[src/rtl/lc3_pkg.sv]
// Shared definitions for the LC-3 pipeline controller: opcodes, FSM states and
// data-memory access encodings.
package lc3_pkg;

  typedef logic [3:0] opcode_t;

  localparam opcode_t OpBr  = 4'b0000;
  localparam opcode_t OpAdd = 4'b0001;
  localparam opcode_t OpLd  = 4'b0010;
  localparam opcode_t OpSt  = 4'b0011;
  localparam opcode_t OpAnd = 4'b0101;
  localparam opcode_t OpLdr = 4'b0110;
  localparam opcode_t OpStr = 4'b0111;
  localparam opcode_t OpNot = 4'b1001;
  localparam opcode_t OpLdi = 4'b1010;
  localparam opcode_t OpSti = 4'b1011;
  localparam opcode_t OpJmp = 4'b1100;

  typedef enum logic [2:0] {
    StRst,
    StRun,
    StBrWait,
    StMemRd,
    StMemWr,
    StMemInd
  } state_e;

  typedef enum logic [1:0] {
    MemRead     = 2'd0,
    MemWrite    = 2'd1,
    MemIndirect = 2'd2,
    MemIdle     = 2'd3
  } mem_state_e;

  // Branch resolves on the third BR_WAIT cycle, when the counter reads 1.
  localparam logic [1:0] BrCountLoad = 2'd3;

  function automatic logic is_alu(input opcode_t op);
    return (op == OpAdd) || (op == OpAnd) || (op == OpNot);
  endfunction

endpackage

[src/rtl/lc3_controller_if.sv]
// Controller <-> datapath bundle: pipeline status in, stage enables and memory
// access type out.
interface lc3_controller_if;
  logic        complete_instr;
  logic        complete_data;
  logic [15:0] Imem_dout;
  logic [15:0] IR;
  logic [15:0] IR_Exec;
  logic [2:0]  NZP;
  logic [2:0]  psr;
  logic        enable_updatePC;
  logic        enable_fetch;
  logic        enable_decode;
  logic        enable_execute;
  logic        enable_writeback;
  logic        br_taken;
  logic [1:0]  mem_state;
  logic        bypass_alu_1;
  logic        bypass_alu_2;

  modport master (
    input  complete_instr, complete_data, Imem_dout, IR, IR_Exec, NZP, psr,
    output enable_updatePC, enable_fetch, enable_decode, enable_execute, enable_writeback,
    output br_taken, mem_state, bypass_alu_1, bypass_alu_2
  );

  modport slave (
    output complete_instr, complete_data, Imem_dout, IR, IR_Exec, NZP, psr,
    input  enable_updatePC, enable_fetch, enable_decode, enable_execute, enable_writeback,
    input  br_taken, mem_state, bypass_alu_1, bypass_alu_2
  );
endinterface

[src/rtl/lc3_hazard_detect.sv]
// Combinational opcode classification of the fetch/execute instructions and the
// execute-to-decode operand forwarding compare.
module lc3_hazard_detect
  import lc3_pkg::*;
(
  input  logic [15:0] i_imem_dout,
  input  logic [15:0] i_ir,
  input  logic [15:0] i_ir_exec,
  output logic        o_is_mem_read,
  output logic        o_is_mem_write,
  output logic        o_is_mem_ind,
  output logic        o_is_ldi,
  output logic        o_is_branch,
  output logic        o_bypass_alu_1,
  output logic        o_bypass_alu_2
);

  opcode_t w_fetch_op;
  opcode_t w_ir_op;
  opcode_t w_exec_op;
  logic    w_ir_reg_form;
  logic    w_unused;

  assign w_fetch_op = i_imem_dout[15:12];
  assign w_ir_op    = i_ir[15:12];
  assign w_exec_op  = i_ir_exec[15:12];

  // Operand fields that play no part in classification.
  assign w_unused = ^{i_imem_dout[11:0], i_ir[11:9], i_ir[4:3], i_ir_exec[8:0]};

  assign o_is_mem_read  = (w_exec_op == OpLd)  || (w_exec_op == OpLdr);
  assign o_is_mem_write = (w_exec_op == OpSt)  || (w_exec_op == OpStr);
  assign o_is_mem_ind   = (w_exec_op == OpLdi) || (w_exec_op == OpSti);
  assign o_is_ldi       = (w_exec_op == OpLdi);
  assign o_is_branch    = (w_fetch_op == OpBr) || (w_fetch_op == OpJmp);

  // SR2 only exists for register-form ADD/AND (IR[5] clear).
  assign w_ir_reg_form  = ((w_ir_op == OpAdd) || (w_ir_op == OpAnd)) && !i_ir[5];

  assign o_bypass_alu_1 = is_alu(w_exec_op) && (i_ir_exec[11:9] == i_ir[8:6]);
  assign o_bypass_alu_2 = is_alu(w_exec_op) && w_ir_reg_form &&
                          (i_ir_exec[11:9] == i_ir[2:0]);

endmodule

[src/rtl/lc3_controller.sv]
// LC-3 pipeline controller: stalls for data memory, waits out branch resolution
// and forwards execute results. Stage enables are registered; bypass is not.
module lc3_controller
  import lc3_pkg::*;
(
  input  logic             clock,
  input  logic             reset,
  lc3_controller_if.master io_bus
);

  state_e     r_state, w_state_next;
  logic [1:0] r_br_count, w_br_count_next;

  logic       r_en_update_pc, w_en_update_pc;
  logic       r_en_fetch, w_en_fetch;
  logic       r_en_decode, w_en_decode;
  logic       r_en_execute, w_en_execute;
  logic       r_en_writeback, w_en_writeback;
  logic       r_br_taken, w_br_taken;
  mem_state_e r_mem_state, w_mem_state;

  logic w_is_mem_read, w_is_mem_write, w_is_mem_ind, w_is_ldi, w_is_branch;
  logic w_bypass_1, w_bypass_2, w_fwd_ok;

  lc3_hazard_detect u_hazard_detect (
    .i_imem_dout   (io_bus.Imem_dout),
    .i_ir          (io_bus.IR),
    .i_ir_exec     (io_bus.IR_Exec),
    .o_is_mem_read (w_is_mem_read),
    .o_is_mem_write(w_is_mem_write),
    .o_is_mem_ind  (w_is_mem_ind),
    .o_is_ldi      (w_is_ldi),
    .o_is_branch   (w_is_branch),
    .o_bypass_alu_1(w_bypass_1),
    .o_bypass_alu_2(w_bypass_2)
  );

  always_comb begin
    w_state_next    = r_state;
    w_br_count_next = r_br_count;
    w_en_update_pc  = 1'b0;
    w_en_fetch      = 1'b0;
    w_en_decode     = 1'b0;
    w_en_execute    = 1'b0;
    w_en_writeback  = 1'b0;
    w_br_taken      = 1'b0;
    w_mem_state     = MemIdle;

    unique case (r_state)
      StRst: w_state_next = StRun;

      StRun: begin
        if (io_bus.complete_instr) begin
          w_en_update_pc = 1'b1;
          w_en_fetch     = 1'b1;
          w_en_decode    = 1'b1;
          w_en_execute   = 1'b1;
          w_en_writeback = 1'b1;
        end
        // Memory wins; a pending branch is caught again since Imem_dout holds.
        if (w_is_mem_read) begin
          w_state_next = StMemRd;
        end else if (w_is_mem_write) begin
          w_state_next = StMemWr;
        end else if (w_is_mem_ind) begin
          w_state_next = StMemInd;
        end else if (io_bus.complete_instr && w_is_branch) begin
          w_state_next    = StBrWait;
          w_br_count_next = BrCountLoad;
        end
      end

      StBrWait: begin
        w_en_decode     = 1'b1;
        w_en_execute    = 1'b1;
        w_en_writeback  = 1'b1;
        w_br_count_next = r_br_count - 2'd1;
        if (r_br_count == 2'd1) begin
          w_en_update_pc = 1'b1;
          w_br_taken     = |(io_bus.NZP & io_bus.psr);
          w_state_next   = StRun;
        end
      end

      StMemRd: begin
        w_mem_state = MemRead;
        if (io_bus.complete_data) begin
          w_en_writeback = 1'b1;
          w_state_next   = StRun;
        end
      end

      StMemWr: begin
        w_mem_state = MemWrite;
        if (io_bus.complete_data) w_state_next = StRun;
      end

      StMemInd: begin
        w_mem_state = MemIndirect;
        if (io_bus.complete_data) w_state_next = w_is_ldi ? StMemRd : StMemWr;
      end

      default: w_state_next = StRst;
    endcase
  end

  always_ff @(posedge clock) begin
    if (reset) begin
      r_state        <= StRst;
      r_br_count     <= 2'd0;
      r_en_update_pc <= 1'b0;
      r_en_fetch     <= 1'b0;
      r_en_decode    <= 1'b0;
      r_en_execute   <= 1'b0;
      r_en_writeback <= 1'b0;
      r_br_taken     <= 1'b0;
      r_mem_state    <= MemIdle;
    end else begin
      r_state        <= w_state_next;
      r_br_count     <= w_br_count_next;
      r_en_update_pc <= w_en_update_pc;
      r_en_fetch     <= w_en_fetch;
      r_en_decode    <= w_en_decode;
      r_en_execute   <= w_en_execute;
      r_en_writeback <= w_en_writeback;
      r_br_taken     <= w_br_taken;
      r_mem_state    <= w_mem_state;
    end
  end

  assign w_fwd_ok = (r_state == StRun) || (r_state == StBrWait);

  assign io_bus.enable_updatePC  = r_en_update_pc;
  assign io_bus.enable_fetch     = r_en_fetch;
  assign io_bus.enable_decode    = r_en_decode;
  assign io_bus.enable_execute   = r_en_execute;
  assign io_bus.enable_writeback = r_en_writeback;
  assign io_bus.br_taken         = r_br_taken;
  assign io_bus.mem_state        = r_mem_state;
  assign io_bus.bypass_alu_1     = w_bypass_1 & w_fwd_ok;
  assign io_bus.bypass_alu_2     = w_bypass_2 & w_fwd_ok;

endmodule

[src/flat_wrapper.sv]
// flat-port wrapper written by rule: the top's interface ports become plain ports
module lc3_controller_flat import lc3_pkg::*;
  (clock, reset, io_bus_complete_instr, io_bus_complete_data, io_bus_Imem_dout, io_bus_IR, io_bus_IR_Exec, io_bus_NZP, io_bus_psr, io_bus_enable_updatePC, io_bus_enable_fetch, io_bus_enable_decode, io_bus_enable_execute, io_bus_enable_writeback, io_bus_br_taken, io_bus_mem_state, io_bus_bypass_alu_1, io_bus_bypass_alu_2);
  lc3_controller_if io_bus_i ();
  input  logic clock;
  input  logic reset;
  input wire logic [$bits(io_bus_i.complete_instr)-1:0] io_bus_complete_instr;
  input wire logic [$bits(io_bus_i.complete_data)-1:0] io_bus_complete_data;
  input wire logic [$bits(io_bus_i.Imem_dout)-1:0] io_bus_Imem_dout;
  input wire logic [$bits(io_bus_i.IR)-1:0] io_bus_IR;
  input wire logic [$bits(io_bus_i.IR_Exec)-1:0] io_bus_IR_Exec;
  input wire logic [$bits(io_bus_i.NZP)-1:0] io_bus_NZP;
  input wire logic [$bits(io_bus_i.psr)-1:0] io_bus_psr;
  output wire logic [$bits(io_bus_i.enable_updatePC)-1:0] io_bus_enable_updatePC;
  output wire logic [$bits(io_bus_i.enable_fetch)-1:0] io_bus_enable_fetch;
  output wire logic [$bits(io_bus_i.enable_decode)-1:0] io_bus_enable_decode;
  output wire logic [$bits(io_bus_i.enable_execute)-1:0] io_bus_enable_execute;
  output wire logic [$bits(io_bus_i.enable_writeback)-1:0] io_bus_enable_writeback;
  output wire logic [$bits(io_bus_i.br_taken)-1:0] io_bus_br_taken;
  output wire logic [$bits(io_bus_i.mem_state)-1:0] io_bus_mem_state;
  output wire logic [$bits(io_bus_i.bypass_alu_1)-1:0] io_bus_bypass_alu_1;
  output wire logic [$bits(io_bus_i.bypass_alu_2)-1:0] io_bus_bypass_alu_2;
  assign io_bus_i.complete_instr = io_bus_complete_instr;
  assign io_bus_i.complete_data = io_bus_complete_data;
  assign io_bus_i.Imem_dout = io_bus_Imem_dout;
  assign io_bus_i.IR = io_bus_IR;
  assign io_bus_i.IR_Exec = io_bus_IR_Exec;
  assign io_bus_i.NZP = io_bus_NZP;
  assign io_bus_i.psr = io_bus_psr;
  assign io_bus_enable_updatePC = io_bus_i.enable_updatePC;
  assign io_bus_enable_fetch = io_bus_i.enable_fetch;
  assign io_bus_enable_decode = io_bus_i.enable_decode;
  assign io_bus_enable_execute = io_bus_i.enable_execute;
  assign io_bus_enable_writeback = io_bus_i.enable_writeback;
  assign io_bus_br_taken = io_bus_i.br_taken;
  assign io_bus_mem_state = io_bus_i.mem_state;
  assign io_bus_bypass_alu_1 = io_bus_i.bypass_alu_1;
  assign io_bus_bypass_alu_2 = io_bus_i.bypass_alu_2;
  lc3_controller u_core (.clock(clock), .reset(reset), .io_bus(io_bus_i));
endmodule
[config.mk]
export PLATFORM = sky130hd
export DESIGN_NAME = lc3_controller_flat
export DESIGN_NICKNAME = d
export VERILOG_FILES = /design/src/rtl/lc3_pkg.sv /design/src/rtl/lc3_controller_if.sv /design/src/rtl/lc3_hazard_detect.sv /design/src/rtl/lc3_controller.sv /design/src/flat_wrapper.sv
export SDC_FILE = /design/constraint.sdc
export NUM_CORES = 1
export LEC_CHECK = 0
export ABC_AREA = 1
export CAP_MARGIN = 0
export CORE_ASPECT_RATIO = 0.9
export CORE_MARGIN = 3
export CORE_UTILIZATION = 33
export DETAILED_ROUTE_END_ITERATION = 16
export PLACE_DENSITY = 0.88
export REMOVE_ABC_BUFFERS = 1
export SETUP_SLACK_MARGIN = 0.1
export SYNTH_ARGS = -nofsm -noshare
export SYNTH_HDL_FRONTEND = slang
export SYNTH_SLANG_ARGS = --single-unit
[constraint.sdc]
create_clock -name clock -period 1.7 [get_ports clock]
set_input_delay 0.17 -clock clock [delete_from_list [all_inputs] [get_ports clock]]
set_output_delay 0.17 -clock clock [all_outputs]
set_load 0.005 [all_outputs]
# ---- Yosys cells after proc, flatten, opt, wreduce, memory -nomap -nowiden
# Index checks and enable logic that the tools add are counted.
# W data, S select, Z words.
dict set report word_totals {
  wordCells 87
  reg_bits 12
  in_bits 58
}
dict set report classes {
  n_eq_ne 28
  addsub 1
  bitwise_logic 6
  muxes 21
  n_reduce_logical 23
}
# operator count
set op_table {}
lappend op_table {{$mux W3} 8}
lappend op_table {{$eq A4 B3 Y1 const B} 4}
lappend op_table {{$eq A4 B4 Y1 const B} 4}
lappend op_table {{$pmux W3 S5} 1}
lappend op_table {{$eq A4 B1 Y1 const B} 2}
lappend op_table {{$eq A4 B2 Y1 const B} 2}
lappend op_table {{$logic_or A1 B1 Y1} 8}
lappend op_table {{$mux W2} 4}
lappend op_table {{$ne A2 B2 Y1 const B} 4}
lappend op_table {{$eq A3 B2 Y1 const B} 2}
lappend op_table {{$eq A3 B3 Y1} 2}
lappend op_table {{$eq A3 B3 Y1 const B} 2}
lappend op_table {{$ne A2 B1 Y1 const B} 3}
lappend op_table {{$pmux W2 S3} 1}
lappend op_table {{$reduce_or A3 Y1} 2}
lappend op_table {{$logic_and A1 B1 Y1} 5}
lappend op_table {{$ne A5 B4 Y1 const B} 1}
lappend op_table {{$reduce_and A5 Y1} 1}
lappend op_table {{$logic_not A4 Y1} 1}
lappend op_table {{$pmux W1 S2} 2}
lappend op_table {{$pmux W2 S2} 1}
lappend op_table {{$reduce_and A4 Y1} 1}
lappend op_table {{$reduce_or A2 Y1} 2}
lappend op_table {{$and A3 B3 Y3} 1}
lappend op_table {{other kinds (10)} 15}

# ---- Depth between registers and ports, before layout
# Gate-level depths: netlist of the first run.
dict set report logic_depth {
  depth_word 8
  mapped_depth 8
  mapped_depth_nobuf 8
}

# ---- Modules after synthesis
# From an unflattened synthesis of the first run, not the netlist that was laid out.
dict set report hier_totals {
  hier_cells 134
  area_unflattened_um2 828.3
}
# mod cells_each instances area_each_um2
set by_module_without_submodules {}
lappend by_module_without_submodules {lc3_controller 96 1 646.9}
lappend by_module_without_submodules {lc3_hazard_detect 38 1 181.4}

# ---- Least setup slack after synthesis of the first run
# No wires, ideal clock.
dict set report synth_path {
  path_kind {flip-flop to output port}
  from {register u_core.r_state[1]}
  to {output port io_bus_bypass_alu_1}
  setup_slack_ns 0.588
  n_path_buf 0
  t_required_ns 1.530
  arrival_ns 0.942
  path_stages_with_launch 7
  path_cell_list {dfxtp_1 -> inv_2 -> nand2_2 -> nor2_4 -> inv_2 -> nand2_1 -> nor3b_1}
}
dict set report synth_via {
  elab_chain_len 3
  elab_cells_between_ends 4
  classes_between {2 x eq/ne; 1 x bitwise; 1 x reduce/logical}
}
# item line
set synth_lines {}
lappend synth_lines {{start, declared} lc3_controller.sv:11} ;# state_e r_state, w_state_next;
lappend synth_lines {{start signal, assigned} lc3_controller.sv:109} ;# r_state <= StRst;
lappend synth_lines {{start signal, assigned} lc3_controller.sv:119} ;# r_state <= w_state_next;
lappend synth_lines {{$eq A3 B1 Y1 or $eq A3 B2 Y1 (tied branches)} lc3_controller.sv:131} ;# assign w_fwd_ok = (r_state == StRun) || (r_state == StBrWait);
lappend synth_lines {{$logic_or A1 B1 Y1 *} lc3_controller.sv:131}
lappend synth_lines {{$and A1 B1 Y1 *} lc3_controller.sv:140} ;# assign io_bus.bypass_alu_1 = w_bypass_1 & w_fwd_ok;
lappend synth_lines {{end, declared} flat_wrapper.sv:21} ;# output wire logic [$bits(io_bus_i.bypass_alu_1)-1:0] io_bus_bypass_alu_1;
# Mark *: on every way between the ends. The rest lies on a longest branch, timed or not.

# ---- Final worst setup path of the first run
# Same ends and word-level chain as after synthesis.

==> results.tsv, run 1 <==
metric	value	unit
routabilityCongestion	0.812	
clkPwrFrac	19.4	%
drc_errors	0	
die_w	56.6	um
yosys_warnings	0	
hpwl	1.91	mm
timing.hold.ws	0.476	ns
drt-initial-drc-count	20	
grt_max_degree	9	
worstPathCellList	inv_2 -> nand2_2 -> nor2_4 -> inv_2 -> nand2_1 -> nor3b_2 -> clkbuf_2	
synthesis.area	759	um^2
path_class	flip-flop to output pin	
start_util	37.1	%
hold_path_class	input pin to flip-flop	
ys_top_cells_by_area	dfxtp_1, nand2_1, inv_1	
finalWirelength	2.14	mm
slowest_delay	0.35	ns
crit_slowest_cell	dfxtp_2	
post_cts_buffers	0	
cpMostUsedCell	inv_2	
nets	223	
cts_buffer_depth	2	
status	finished clean	
cap_violations	0	
p_comb_share	47.1	%
fin_crit_sh	86.4	%
die_h	51.5	um
row_count	15	
synth_cell_types	27	
p_seq_share	33.5	%
drive_gt1_share	16.6	%
fin_skew	0.000697	ns
synth_top_area_share	31.6	%
worst_pin_slew	0.301	ns
grt_overflow_total	0	
ys_seq_elements	12	
relSlewSlack	79.8	%
cts_inserted_buffers	3	
grt_pass1_wl	3.59	mm
cts_sinks	12	
switching_share	35.9	%
endpoint_kind	output pin	
first_global_vias	912	
setup_viol	0	
firstDrtPassIters	4	
htreeDepth	1	
area_growth_syn_to_layout	65.6	%
antenna_found_initial	0	
clkTransAtPathRegs	0.08	ns
ir_worst_vdd	423	uV
yosysSeqAreaShare	31.6	%
core_area	0.00205	mm^2
crit_fanout	4	
final_cell_area	0.00126	mm^2
totalPowerFinal	1.20	mW
drt.antenna.violating_nets	0	
io_buffers	40	
period_minus_slack	1.47	ns
synth_top_cell_by_area	dfxtp_1	
cts_tree	built	
place_area	0.00122	mm^2
setup_tns	0	ns
avgSynthCellArea	6.55	um^2
rsz0062_at_grt	yes	
crit_required	1.53	ns
internal_power	0.766	mW
clock.fmax	681	MHz
dieArea	0.00291	mm^2
ioPinCount	68	
grtUsageTotal	16.0	%
slew_violations	0	
p_switching	0.429	mW
startpoint_type	flip-flop	
clock_latency	0.28	ns
p_per_area	951	mW/mm^2
synthCells	116	
hold_viol	0	
dr_total_vias	887	
routedWlPerCell	11.4	um
viasPerCell	4.72	
ctsHoldBuffers	0	
root_buffer	clkbuf_4	
num_antenna_cells	0	
crit_arrival	1.30	ns
leakage	0.561	nW
-- flip-flops by register name (all words and copies together) (netlist names) --
name	count
u_core.io_bus.br_taken	1
u_core.io_bus.enable_fetch	1
u_core.io_bus.enable_decode	1
u_core.r_br_count	2
u_core.io_bus.mem_state	2
u_core.io_bus.enable_writeback	1
u_core.io_bus.enable_updatePC	1
u_core.r_state	3
-- cells in the final DEF, fill, tap and decap left out, types with 2 or more instances in the layout --
cell type and n:
clkdlybuf4s50_1 38, nand2_1 28, inv_1 18, nand3_1 10
dfxtp_1 10, nor2_1 9, o21ai_0 6, a21oi_1 6
buf_4 5, inv_2 4, nand3_2 3, clkbuf_4 3
xnor2_1 2, nand2_2 2, clkbuf_2 2, dfxtp_2 2
-- metrics by stage --
stage,cells,util (%),setup slack [ns]
after CTS,188,61.6,0.0715
final,188,61.5,0.232
after global placement,184,59.5,-0.119
after global routing,188,61.5,0.0881
after floorplan,114,-,0.588
after detailed placement,184,59.5,-0.189
-- area by class of cell --
| class | instances | area (um^2) |
|---|---|---|
| inverters | 22 | 82.6 |
| flip-flops and latches | 12 | 243 |
| well taps | 25 | 31.3 |
| multi-input cells | 80 | 437 |
| fillers | 193 | 788 |
| clock buffers | 4 | 36.3 |
| repair buffers | 45 | 428 |
-- path summary, 6_finish.rpt --
path | cells after the start | slack (ns) | endpoint | from
worst min register to register | 2 | 0.48 | u_core.r_br_count[1] | u_core.r_br_count[1]
worst max-delay path | 7 | 0.23 | io_bus_bypass_alu_1 | u_core.r_state[1]
worst min-delay path | 3 | 0.48 | u_core.io_bus.br_taken | io_bus_NZP[1]
worst max register to register | 8 | 0.39 | u_core.r_state[0] | u_core.r_state[2]
-- timing repair --
item | CTS | global route
endpoints found under the setup margin | 2 | 2
gates resized for setup | 5 | 5
pin swaps | 0 | 0
-- routing by layer --
layer	share of wire (%)	track usage (%)	vias to the layer above
li1	-	-	462
met1	36	14.6	388
met2	57	33.1	31
met3	5.0	2.98	6
met4	2.2	8.70	0
met5	0	0	-
-- kinds of logic (layout without fill, tap and decap cells) --
family	after synthesis	after routing	share of synthesized area, %
AO/OA/AOI/OAI	17	17	13.3
XOR/XNOR	3	3	3.46
adder cells (fa/ha/maj)	1	1	1.65
flip-flops	12	12	31.6
buffers and inverters	24	71	12.4
AND/OR/NAND/NOR	59	59	37.6
-- synthesized netlist by cell type (all sizes together) --
master,n
nand2,30
o22ai,1
inv,22
nor4b,1
nand3b,1
a21oi,7
xnor2,2
dfxtp,12
a211oi,1
a31oi,1
o21ai,7
nand3,13
nand4,1
ha,1
nor2,11
or2,1
buf,2
xor2,1
nor3b,1
-- critical path: cells and delay by family (launching register included) --
family | cells | cell delay, ns
DFF | 1 | 0.35
buffers and inverters | 3 | 0.24
and+or+nand+nor | 4 | 0.42
-- power by group through the flow --
stage	logic, mW	clock network [mW]	registers, mW
after detailed placement	0.560	0	0.404
after floorplan	0.312	0	0.401
after global routing	0.628	0.249	0.408
after CTS	0.563	0.236	0.401
after global placement	0.528	0	0.400
final	0.563	0.232	0.400
No activity file was read; power rests on OpenSTA's default activity.
==> run 2: changes to the inputs <==
Settings changed: CORE_ASPECT_RATIO 0.9 to 1.25, REMOVE_ABC_BUFFERS 1 to not set.
==> run 2 against run 1 <==
  * Via count up 0.56%
  * Register-to-register slack lost 0.03 ns
  * Non-clock buffer count up 1
  * Clock power down 5%
  * Power is 1.2% lower
  * Fmax barely moved
  * Worst hold slack worse by 0.0060 ns
  * Sequential power hardly changed
  * Routed wire length down 10%
  * Critical path type unchanged
==> results.tsv, run 2 (synthesized netlist as in run 1, its figures left out) <==
metric	value	unit	change
nets	224		+0.45%
cts_sinks	12		unchanged
crit_slowest_cell	dfxtp_2		
top_register	u_core.r_state		
worst_pin_slew	0.237	ns	-0.0648 ns
drc_errors	0		unchanged
io_buffers	40		unchanged
worstPathCellList	inv_2 -> nand2_2 -> nor2_4 -> inv_2 -> nand2_1 -> nor3b_2 -> clkbuf_2		
cts_buffer_depth	2		unchanged
ctsHoldBuffers	0		unchanged
slowest_delay	0.35	ns	about the same
finalWirelength	1.92	mm	-10%
htreeDepth	1		unchanged
ir_worst_vdd	466	uV	+10%
grt_overflow_total	0		unchanged
slew_violations	0		unchanged
mostFrequentLayoutCells	clkdlybuf4s50_1, nand2_1, inv_1, nand3_1, dfxtp_1		
cp_num_buf_inv	3		unchanged
cpMostUsedCell	inv_2		
num_antenna_cells	0		unchanged
dieArea	0.00292	mm^2	about the same
first_global_vias	865		-5.2%
grt_pass1_wl	3.23	mm	-10%
post_cts_buffers	0		unchanged
synth_nets	175		
area_growth_syn_to_layout	67.4	%	
crit_arrival	1.30	ns	about the same
routedWlPerCell	9.89	um	-13%
final_common_cell	clkdlybuf4s50_1		
cts_tree	built		
setup_viol	0		unchanged
antenna_found_initial	0		unchanged
cap_violations	0		unchanged
grtUsageTotal	14.3	%	-1.7 points
largest_reg_flops	3		unchanged
fin_crit_sh	86.4	%	about the same
crit_fanout	4		unchanged
relSlewSlack	84.2	%	+4.4 points
root_buffer	clkbuf_4		
firstDrtPassIters	4		unchanged
viasPerCell	4.60		-2.5%
clock.fmax	681	MHz	about the same
grt_max_degree	8		-1
endpoint_kind	output pin		
hold_viol	0		unchanged
ioPinCount	68		unchanged
place_inst	190		+3.3%
drt.antenna.violating_nets	0		unchanged
start_util	36.7	%	-0.47 points
cp_top_family	simple AND/OR/NAND/NOR gates		
rsz0062_at_grt	yes		
totalPowerFinal	1.18	mW	-1.2%
path_class	flip-flop to output pin		
hold_path_class	input pin to flip-flop		
period_minus_slack	1.47	ns	+0.0000980 ns
routabilityCongestion	0.795		-2.2%
ctsResizeCount	5		unchanged
dr_total_vias	892		+0.56%
instances_no_fill	194		+3.2%
drive_gt1_share	17.1	%	+0.51 points
clkTransAtPathRegs	0.08	ns	about the same
die_h	59.6	um	+16%
status	finished clean		
core_area	0.00207	mm^2	+1.3%
leakage	0.566	nW	+0.86%
p_per_area	929	mW/mm^2	-2.3%
clock_latency	0.26	ns	-0.02 ns
drt-initial-drc-count	5		-75%
row_count	18		+3
crit_required	1.53	ns	about the same
cts_inserted_buffers	3		unchanged
startpoint_type	flip-flop		
die_w	48.9	um	-14%
fin_skew	0.00402	ns	+0.00332 ns
hpwl	1.71	mm	-10%
-- run 2: cell types whose count changed in the layout (fill, tap and decap cells not counted) --
cell and delta:
buf_4 +1
-- run 2: area by class of cell --
| type | count | area [um^2] |
|---|---|---|
| clock buffer | 4 | 36.3 |
| fill | 201 | 801 |
| inverter | 22 | 82.6 |
| multi-input combinational | 80 | 437 |
| sequential | 12 | 243 |
| tap | 30 | 37.5 |
| timing repair buffer | 46 | 435 |
-- run 2: path summary, 6_finish.rpt --
| check | startpoint | endpoint | slack, ns | cells past startpoint |
|---|---|---|---|---|
| hold / removal | io_bus_psr[2] | u_core.io_bus.br_taken | 0.47 | 3 |
| setup reg to reg | u_core.r_state[2] | u_core.r_state[2] | 0.36 | 8 |
| hold reg to reg | u_core.r_br_count[0] | u_core.r_br_count[0] | 0.48 | 2 |
| setup / recovery | u_core.r_state[1] | io_bus_bypass_alu_1 | 0.23 | 7 |
-- run 2: report_power, final --
group | switching [mW] | leakage [nW] | internal [mW]
combinational | 0.275 | 0.446 | 0.282
sequential | 0.0486 | 0.0988 | 0.354
clock | 0.0907 | 0.0210 | 0.130
-- run 2: worst min-delay path: cells and delay by family --
| kind | cells | cell delay, ns |
|---|---|---|
| compound gates | 1 | 0.07 |
| buf+inv | 1 | 0.40 |
| simple gates | 1 | 0.06 |
-- run 2: routing by layer --
layer  share of wire, %  up-vias  wire length [um]  global-route usage (%)
met1                 35      388               679                    13.4
met4                1.7        0                33                    8.13
met3                7.1        4               137                    3.78
li1                   -      462                 -                       -
met2                 56       38              1070                    28.2
met5                  0        -                 0                       0
-- run 2: stage by stage --
| step | TNS, ns | util [%] | worst slack [ns] | hold slack, ns | instance area, um^2 |
|---|---|---|---|---|---|
| after floorplan | 0 | - | 0.588 | 0.313 | 759 |
| after global placement | -0.195 | 59.4 | -0.107 | 0.447 | 1230 |
| after detailed placement | -0.205 | 59.4 | -0.114 | 0.467 | 1230 |
| after CTS | 0 | 61.4 | 0.0976 | 0.463 | 1270 |
| after global routing | 0 | 61.4 | 0.0995 | 0.479 | 1270 |
| final | 0 | 61.4 | 0.231 | 0.470 | 1270 |
